$ cat src/rtl/lc3b_types.sv
// Shared LC-3b types plus the scoreboard counter width and condition-code reset value.
package lc3b_types;

    typedef logic [15:0] lc3b_word;
    typedef logic [2:0]  lc3b_reg;
    typedef logic [2:0]  lc3b_nzp;

    localparam int      SB_CNT_W = 2;
    localparam lc3b_nzp CC_RESET = 3'b010;

    typedef logic [SB_CNT_W-1:0] sb_cnt_t;

    localparam sb_cnt_t SB_CNT_ZERO = {SB_CNT_W{1'b0}};
    localparam sb_cnt_t SB_CNT_ONE  = {{(SB_CNT_W-1){1'b0}}, 1'b1};
    localparam sb_cnt_t SB_CNT_MAX  = {SB_CNT_W{1'b1}};

    // Pending count as seen by a reader once this cycle's commit retires one writer.
    function automatic sb_cnt_t eff_cnt(input sb_cnt_t cnt, input logic committing);
        if (committing && (cnt != SB_CNT_ZERO)) begin
            return cnt - SB_CNT_ONE;
        end else begin
            return cnt;
        end
    endfunction

endpackage

$ cat src/rtl/regfile_scoreboard_sb_counter.sv
// Saturating up/down pending-writer counter; flags a decrement that finds it empty.
module sb_counter
    import lc3b_types::*;
(
    input  logic    clk,
    input  logic    rst_n,
    input  logic    inc_i,
    input  logic    dec_i,
    output sb_cnt_t cnt_o,
    output logic    underflow_o
);

    sb_cnt_t cnt_q;
    sb_cnt_t cnt_d;

    // Next count: a paired inc/dec cancels, and both ends saturate.
    always_comb begin
        cnt_d = cnt_q;
        case ({inc_i, dec_i})
            2'b10: begin
                if (cnt_q != SB_CNT_MAX) cnt_d = cnt_q + SB_CNT_ONE;
                else                     cnt_d = cnt_q;
            end
            2'b01: begin
                if (cnt_q != SB_CNT_ZERO) cnt_d = cnt_q - SB_CNT_ONE;
                else                      cnt_d = cnt_q;
            end
            default: cnt_d = cnt_q;
        endcase
    end

    // Count register.
    always_ff @(posedge clk) begin
        if (!rst_n) cnt_q <= SB_CNT_ZERO;
        else        cnt_q <= cnt_d;
    end

    assign cnt_o       = cnt_q;
    assign underflow_o = dec_i & (cnt_q == SB_CNT_ZERO);

endmodule

$ cat src/rtl/regfile_scoreboard.sv
// LC-3b register file and condition code with write-back bypass and a per-register
// pending-writer scoreboard that stalls decode on RAW hazards or counter saturation.
module regfile_scoreboard
    import lc3b_types::*;
(
    input  logic     clk,
    input  logic     rst_n,
    input  logic     dec_valid,
    input  lc3b_reg  dec_sr1,
    input  lc3b_reg  dec_sr2,
    input  logic     dec_use_sr1,
    input  logic     dec_use_sr2,
    input  lc3b_reg  dec_dr,
    input  logic     dec_ld_reg,
    input  logic     dec_ld_cc,
    input  logic     dec_use_cc,
    input  logic     wb_valid,
    input  lc3b_reg  wb_dest_reg,
    input  lc3b_word wb_reg_data,
    input  logic     wb_ld_reg,
    input  logic     wb_ld_cc,
    input  lc3b_nzp  wb_nzp,
    output lc3b_word sr1_data,
    output lc3b_word sr2_data,
    output lc3b_nzp  nzp_out,
    output logic     dec_stall,
    output logic     issue,
    output logic     sb_err
);

    lc3b_word   regs_q [8];
    lc3b_nzp    cc_q;
    logic       sb_err_q;
    logic       sb_err_d;

    sb_cnt_t    reg_cnt_s [8];
    logic [7:0] reg_inc_s;
    logic [7:0] reg_dec_s;
    logic [7:0] reg_uf_s;
    sb_cnt_t    cc_cnt_s;
    logic       cc_uf_s;
    logic       wb_reg_s;
    logic       wb_cc_s;
    logic       hazard_s;

    assign wb_reg_s = wb_valid & wb_ld_reg;
    assign wb_cc_s  = wb_valid & wb_ld_cc;

    for (genvar g = 0; g < 8; g++) begin : g_reg_cnt
        assign reg_inc_s[g] = issue & dec_ld_reg & (dec_dr == lc3b_reg'(g));
        assign reg_dec_s[g] = wb_reg_s & (wb_dest_reg == lc3b_reg'(g));

        sb_counter u_cnt (
            .clk         (clk),
            .rst_n       (rst_n),
            .inc_i       (reg_inc_s[g]),
            .dec_i       (reg_dec_s[g]),
            .cnt_o       (reg_cnt_s[g]),
            .underflow_o (reg_uf_s[g])
        );
    end

    sb_counter u_cc_cnt (
        .clk         (clk),
        .rst_n       (rst_n),
        .inc_i       (issue & dec_ld_cc),
        .dec_i       (wb_cc_s),
        .cnt_o       (cc_cnt_s),
        .underflow_o (cc_uf_s)
    );

    // Operand reads with same-cycle write-back bypass.
    always_comb begin
        if (wb_reg_s && (wb_dest_reg == dec_sr1)) sr1_data = wb_reg_data;
        else                                      sr1_data = regs_q[dec_sr1];
        if (wb_reg_s && (wb_dest_reg == dec_sr2)) sr2_data = wb_reg_data;
        else                                      sr2_data = regs_q[dec_sr2];
        if (wb_cc_s) nzp_out = wb_nzp;
        else         nzp_out = cc_q;
    end

    // Hazards: readers see the post-commit count; writers are blocked only by a full counter.
    always_comb begin
        hazard_s = 1'b0;
        if (dec_use_sr1 &&
            (eff_cnt(reg_cnt_s[dec_sr1], wb_reg_s && (wb_dest_reg == dec_sr1)) != SB_CNT_ZERO))
            hazard_s = 1'b1;
        else if (dec_use_sr2 &&
            (eff_cnt(reg_cnt_s[dec_sr2], wb_reg_s && (wb_dest_reg == dec_sr2)) != SB_CNT_ZERO))
            hazard_s = 1'b1;
        else if (dec_use_cc && (eff_cnt(cc_cnt_s, wb_cc_s) != SB_CNT_ZERO))
            hazard_s = 1'b1;
        else if (dec_ld_reg && (reg_cnt_s[dec_dr] == SB_CNT_MAX))
            hazard_s = 1'b1;
        else if (dec_ld_cc && (cc_cnt_s == SB_CNT_MAX))
            hazard_s = 1'b1;
        else
            hazard_s = 1'b0;
    end

    assign dec_stall = dec_valid & hazard_s;
    assign issue     = dec_valid & ~hazard_s;
    assign sb_err_d  = sb_err_q | (|reg_uf_s) | cc_uf_s;

    // Architectural state and the sticky underflow flag.
    always_ff @(posedge clk) begin
        if (!rst_n) begin
            for (int i = 0; i < 8; i++) regs_q[i] <= 16'h0000;
            cc_q     <= CC_RESET;
            sb_err_q <= 1'b0;
        end else begin
            if (wb_reg_s) regs_q[wb_dest_reg] <= wb_reg_data;
            if (wb_cc_s)  cc_q <= wb_nzp;
            sb_err_q <= sb_err_d;
        end
    end

    assign sb_err = sb_err_q;

endmodule

$ cat config.mk
export PLATFORM = sky130hd
export DESIGN_NAME = regfile_scoreboard
export DESIGN_NICKNAME = d
export VERILOG_FILES = /design/src/rtl/lc3b_types.sv /design/src/rtl/regfile_scoreboard_sb_counter.sv /design/src/rtl/regfile_scoreboard.sv
export SDC_FILE = /design/constraint.sdc
export NUM_CORES = 1
export LEC_CHECK = 0
export ABC_AREA = 1
export CORE_AREA = 8 8 213 113
export CTS_CLUSTER_SIZE = 28
export DETAILED_ROUTE_END_ITERATION = 12
export DIE_AREA = 0 0 221 121
export SLEW_MARGIN = 40
export SYNTH_ARGS = -nofsm -noshare
export SYNTH_HDL_FRONTEND = slang
export SYNTH_SLANG_ARGS = --single-unit
export TNS_END_PERCENT = 1
$ cat constraint.sdc
create_clock -name clk -period 3.5 [get_ports clk]
set_input_delay 0.525 -clock clk [delete_from_list [all_inputs] [get_ports clk]]
set_output_delay 0.525 -clock clk [all_outputs]
set_load 0.02 [all_outputs]
==> results_dict.tcl <==
set metrics [dict create \
    setup_ws_ns 0.0478 \
    grt_pass1_wl_um 48400 \
    synth.distinct_cells 36 \
    rr_startpoint "g_reg_cnt[1].u_cnt.cnt_o[1]$_SDFFE_PN0P_" \
    cts_root_buf "clkbuf_16" \
    h-tree-depth 4 \
    antenna_cells 0 \
    period_minus_slack_ns 3.45 \
    final_cell_mix "nor2_1 (196), nand2_1 (156), o21ai_0 (150), edfxtp_1 (128), inv_1 (123)" \
    fin_worst_skew_ns 0.0121 \
    final-setup-viol-count 0 \
    fin_nets 1359 \
    antenna_found_initial 0 \
    vias_per_cell 5.58 \
    die_w_um 221 \
    netlist_area_um2 9350 \
    yosys_warnings 0 \
    synth_seq_cells 150 \
    core_um2 21200 \
    report.final.slew_viol_count 0 \
    yosysSeqAreaShare 0.458 \
    maxCapViolations 0 \
    max_clock_freq_mhz 290 \
    worst_pin_slew_ns 0.793 \
    p_leak_nw 4.70 \
    hp-class "reg2reg" \
    crit_path_end "sr1_data[14]" \
    grt_overflow 0 \
    syn-num-nets 1265 \
    cp-startpoint "dec_sr1[2]" \
    crit_type "in2out" \
    num_vias 8867 \
    dr.pass1.iters 5 \
    arrival_ns 2.93 \
    numCtsBuffers 17 \
    area_growth_pct 21.1 \
    cts_sinks 150 \
    port_buffers 79 \
    grt_pass1_vias 7950 \
    initial_utilization 0.442 \
    synth_cells 1203 \
    first_iter_violations 1098 \
    cts_tree "built" \
    syn_area_per_cell_um2 7.77 \
    hold_viol 0 \
    worstSetupStartpointType "input port" \
    wirelength_um 31900 \
    hpwl_um 21700 \
    cts_hold_buf 0 \
    cts_buffer_depth 2 \
    placed_area_um2 10700 \
    cts.reportedPaths.clkPinSlew_ns 0.06 \
    final_area_um2 11300 \
    rsz0062_at_grt "no" \
    crit_required_ns 2.97 \
    gp_congestion 0.940 \
    fp-row-count 38 \
    clkLatencyLatePin_ns 0.43 \
    path_max_fanout 32 \
    drc 0 \
    pre_cts_slack_ns -0.0826 \
    ir_drop_uv 250 \
    reg2reg_to "g_reg_cnt[1].u_cnt.cnt_o[1]$_SDFFE_PN0P_" \
    slew-limit-headroom 0.472 \
    final_common_cell "nor2_1" \
    grt_max_degree 81 \
    die_h_um 121 \
    tns_ns 0 \
    ios 80 \
    rr_worst_depth 24 \
    ff2ff_setup_slack_ns 0.28 \
    status "finished, final reports clean" \
    antenna_left 0 \
    wl_per_cell_um 20.0 \
    cp-end-kind "primary output" \
    cellPowerDensity_nw_per_um2 424 \
    die-area_um2 26700 \
    drive_above_1_share 0.109 \
    min_period_over_period 0.986 \
    track_usage 0.235 \
]
==> cells by family after synthesis <==
group                    share of synthesized area
AO/OA/AOI/OAI                                0.195
XOR/XNOR                                    0.0122
adder cells (fa/ha/maj)                     0.0268
buffers and inverters                       0.0942
flip-flops                                   0.458
AND/OR/NAND/NOR                              0.213
==> synth_stat cells (all sizes together) <==
| library cell | n | area, um^2 |
|---|---|---|
| o22ai | 2 | 12.5 |
| nor2 | 205 | 817 |
| a221oi | 2 | 17.5 |
| dfxtp | 22 | 440 |
| a31oi | 8 | 50.1 |
| ha | 20 | 250 |
| nand2 | 160 | 611 |
| nand3b | 1 | 7.51 |
| clkbuf | 52 | 196 |
| o211ai | 68 | 510 |
| nand3 | 94 | 475 |
| and2 | 1 | 6.26 |
| or2 | 2 | 12.5 |
| xnor2 | 4 | 35.0 |
| edfxtp | 128 | 3840 |
| a21oi | 92 | 460 |
| inv | 132 | 498 |
| nand4 | 2 | 12.5 |
| o21ai | 155 | 776 |
| and3 | 1 | 11.3 |
| clkinv | 16 | 60.1 |
| buf | 23 | 126 |
| xor2 | 9 | 78.8 |
| nor3 | 4 | 40.0 |
==> layout make-up <==
cell class / count / area [um^2]
flip-flops and latches: 150 / 4290
clock buffers: 25 / 528
well taps: 280 / 350
fillers: 2011 / 9830
inverters: 148 / 558
clock inverters: 7 / 37.5
repair buffers: 150 / 1370
multi-input cells: 830 / 4200
==> per-layer routing <==
metal	vias up	track usage	part of all wire
met2	401	0.315	0.39
met1	4182	0.360	0.49
li1	4253	-	-
met3	31	0.0661	0.11
met5	-	0	0
met4	0	0.0568	0.011
==> timing repair <==
action                                  4_1_cts  5_1_grt
gates resized for setup                       1       21
endpoints found under the setup margin        1       25
cloned                                        0        0
setup buffers                                 0        0
==> per-stage QoR <==
| step | instances | util | power, W | hold WS (ns) |
|---|---|---|---|---|
| 2_1_floorplan | 1203 | - | 0.00263 | 0.485 |
| 3_3_place_gp | 1558 | 0.507 | 0.00304 | 0.494 |
| 3_5_place_dp | 1558 | 0.507 | 0.00305 | 0.506 |
| 4_1_cts | 1590 | 0.534 | 0.00481 | 0.521 |
| 5_1_grt | 1590 | 0.535 | 0.00497 | 0.555 |
| 6_report | 1590 | 0.535 | 0.00480 | 0.521 |
==> sequential cells by signal, summed over array words and instances, names as in the netlist <==
register and cells:
u_cc_cnt.cnt_o 2, sb_err 1, g_reg_cnt.u_cnt.cnt_o 16, regs_q 128, cc_q 3
==> critical path, stage by stage <==
cell	delay (ns)
clkdlybuf4s50_1	0.58
inv_2	0.08
buf_4	0.15
nand2_1	0.05
nand2_1	0.05
nor2_1	0.13
nand2_1	0.13
buf_12	0.19
o21ai_0	0.33
clkdlybuf4s50_1	0.70
==> power breakdown <==
part	switching [W]	internal, W	leakage (nW)
Sequential	0.0000487	0.00204	1.41
Clock	0.000733	0.00104	0.288
Combinational	0.000592	0.000342	3.00
Total	0.00137	0.00343	4.70
==> worst min path at each step <==
stage                                             start                                  endpoint  slack (ns)  cells after the start
4_1_cts                               sb_err$_SDFF_PN0_                         sb_err$_SDFF_PN0_        0.52                      2
5_1_grt        g_reg_cnt[4].u_cnt.cnt_o[0]$_SDFFE_PN0P_  g_reg_cnt[4].u_cnt.cnt_o[0]$_SDFFE_PN0P_        0.55                      1
2_1_floorplan  g_reg_cnt[0].u_cnt.cnt_o[0]$_SDFFE_PN0P_  g_reg_cnt[0].u_cnt.cnt_o[0]$_SDFFE_PN0P_        0.48                      1
6_report                              sb_err$_SDFF_PN0_                         sb_err$_SDFF_PN0_        0.52                      2
3_3_place_gp                          sb_err$_SDFF_PN0_                         sb_err$_SDFF_PN0_        0.49                      2
3_5_place_dp                          sb_err$_SDFF_PN0_                         sb_err$_SDFF_PN0_        0.51                      2
(Power assumes the default switching activity.)
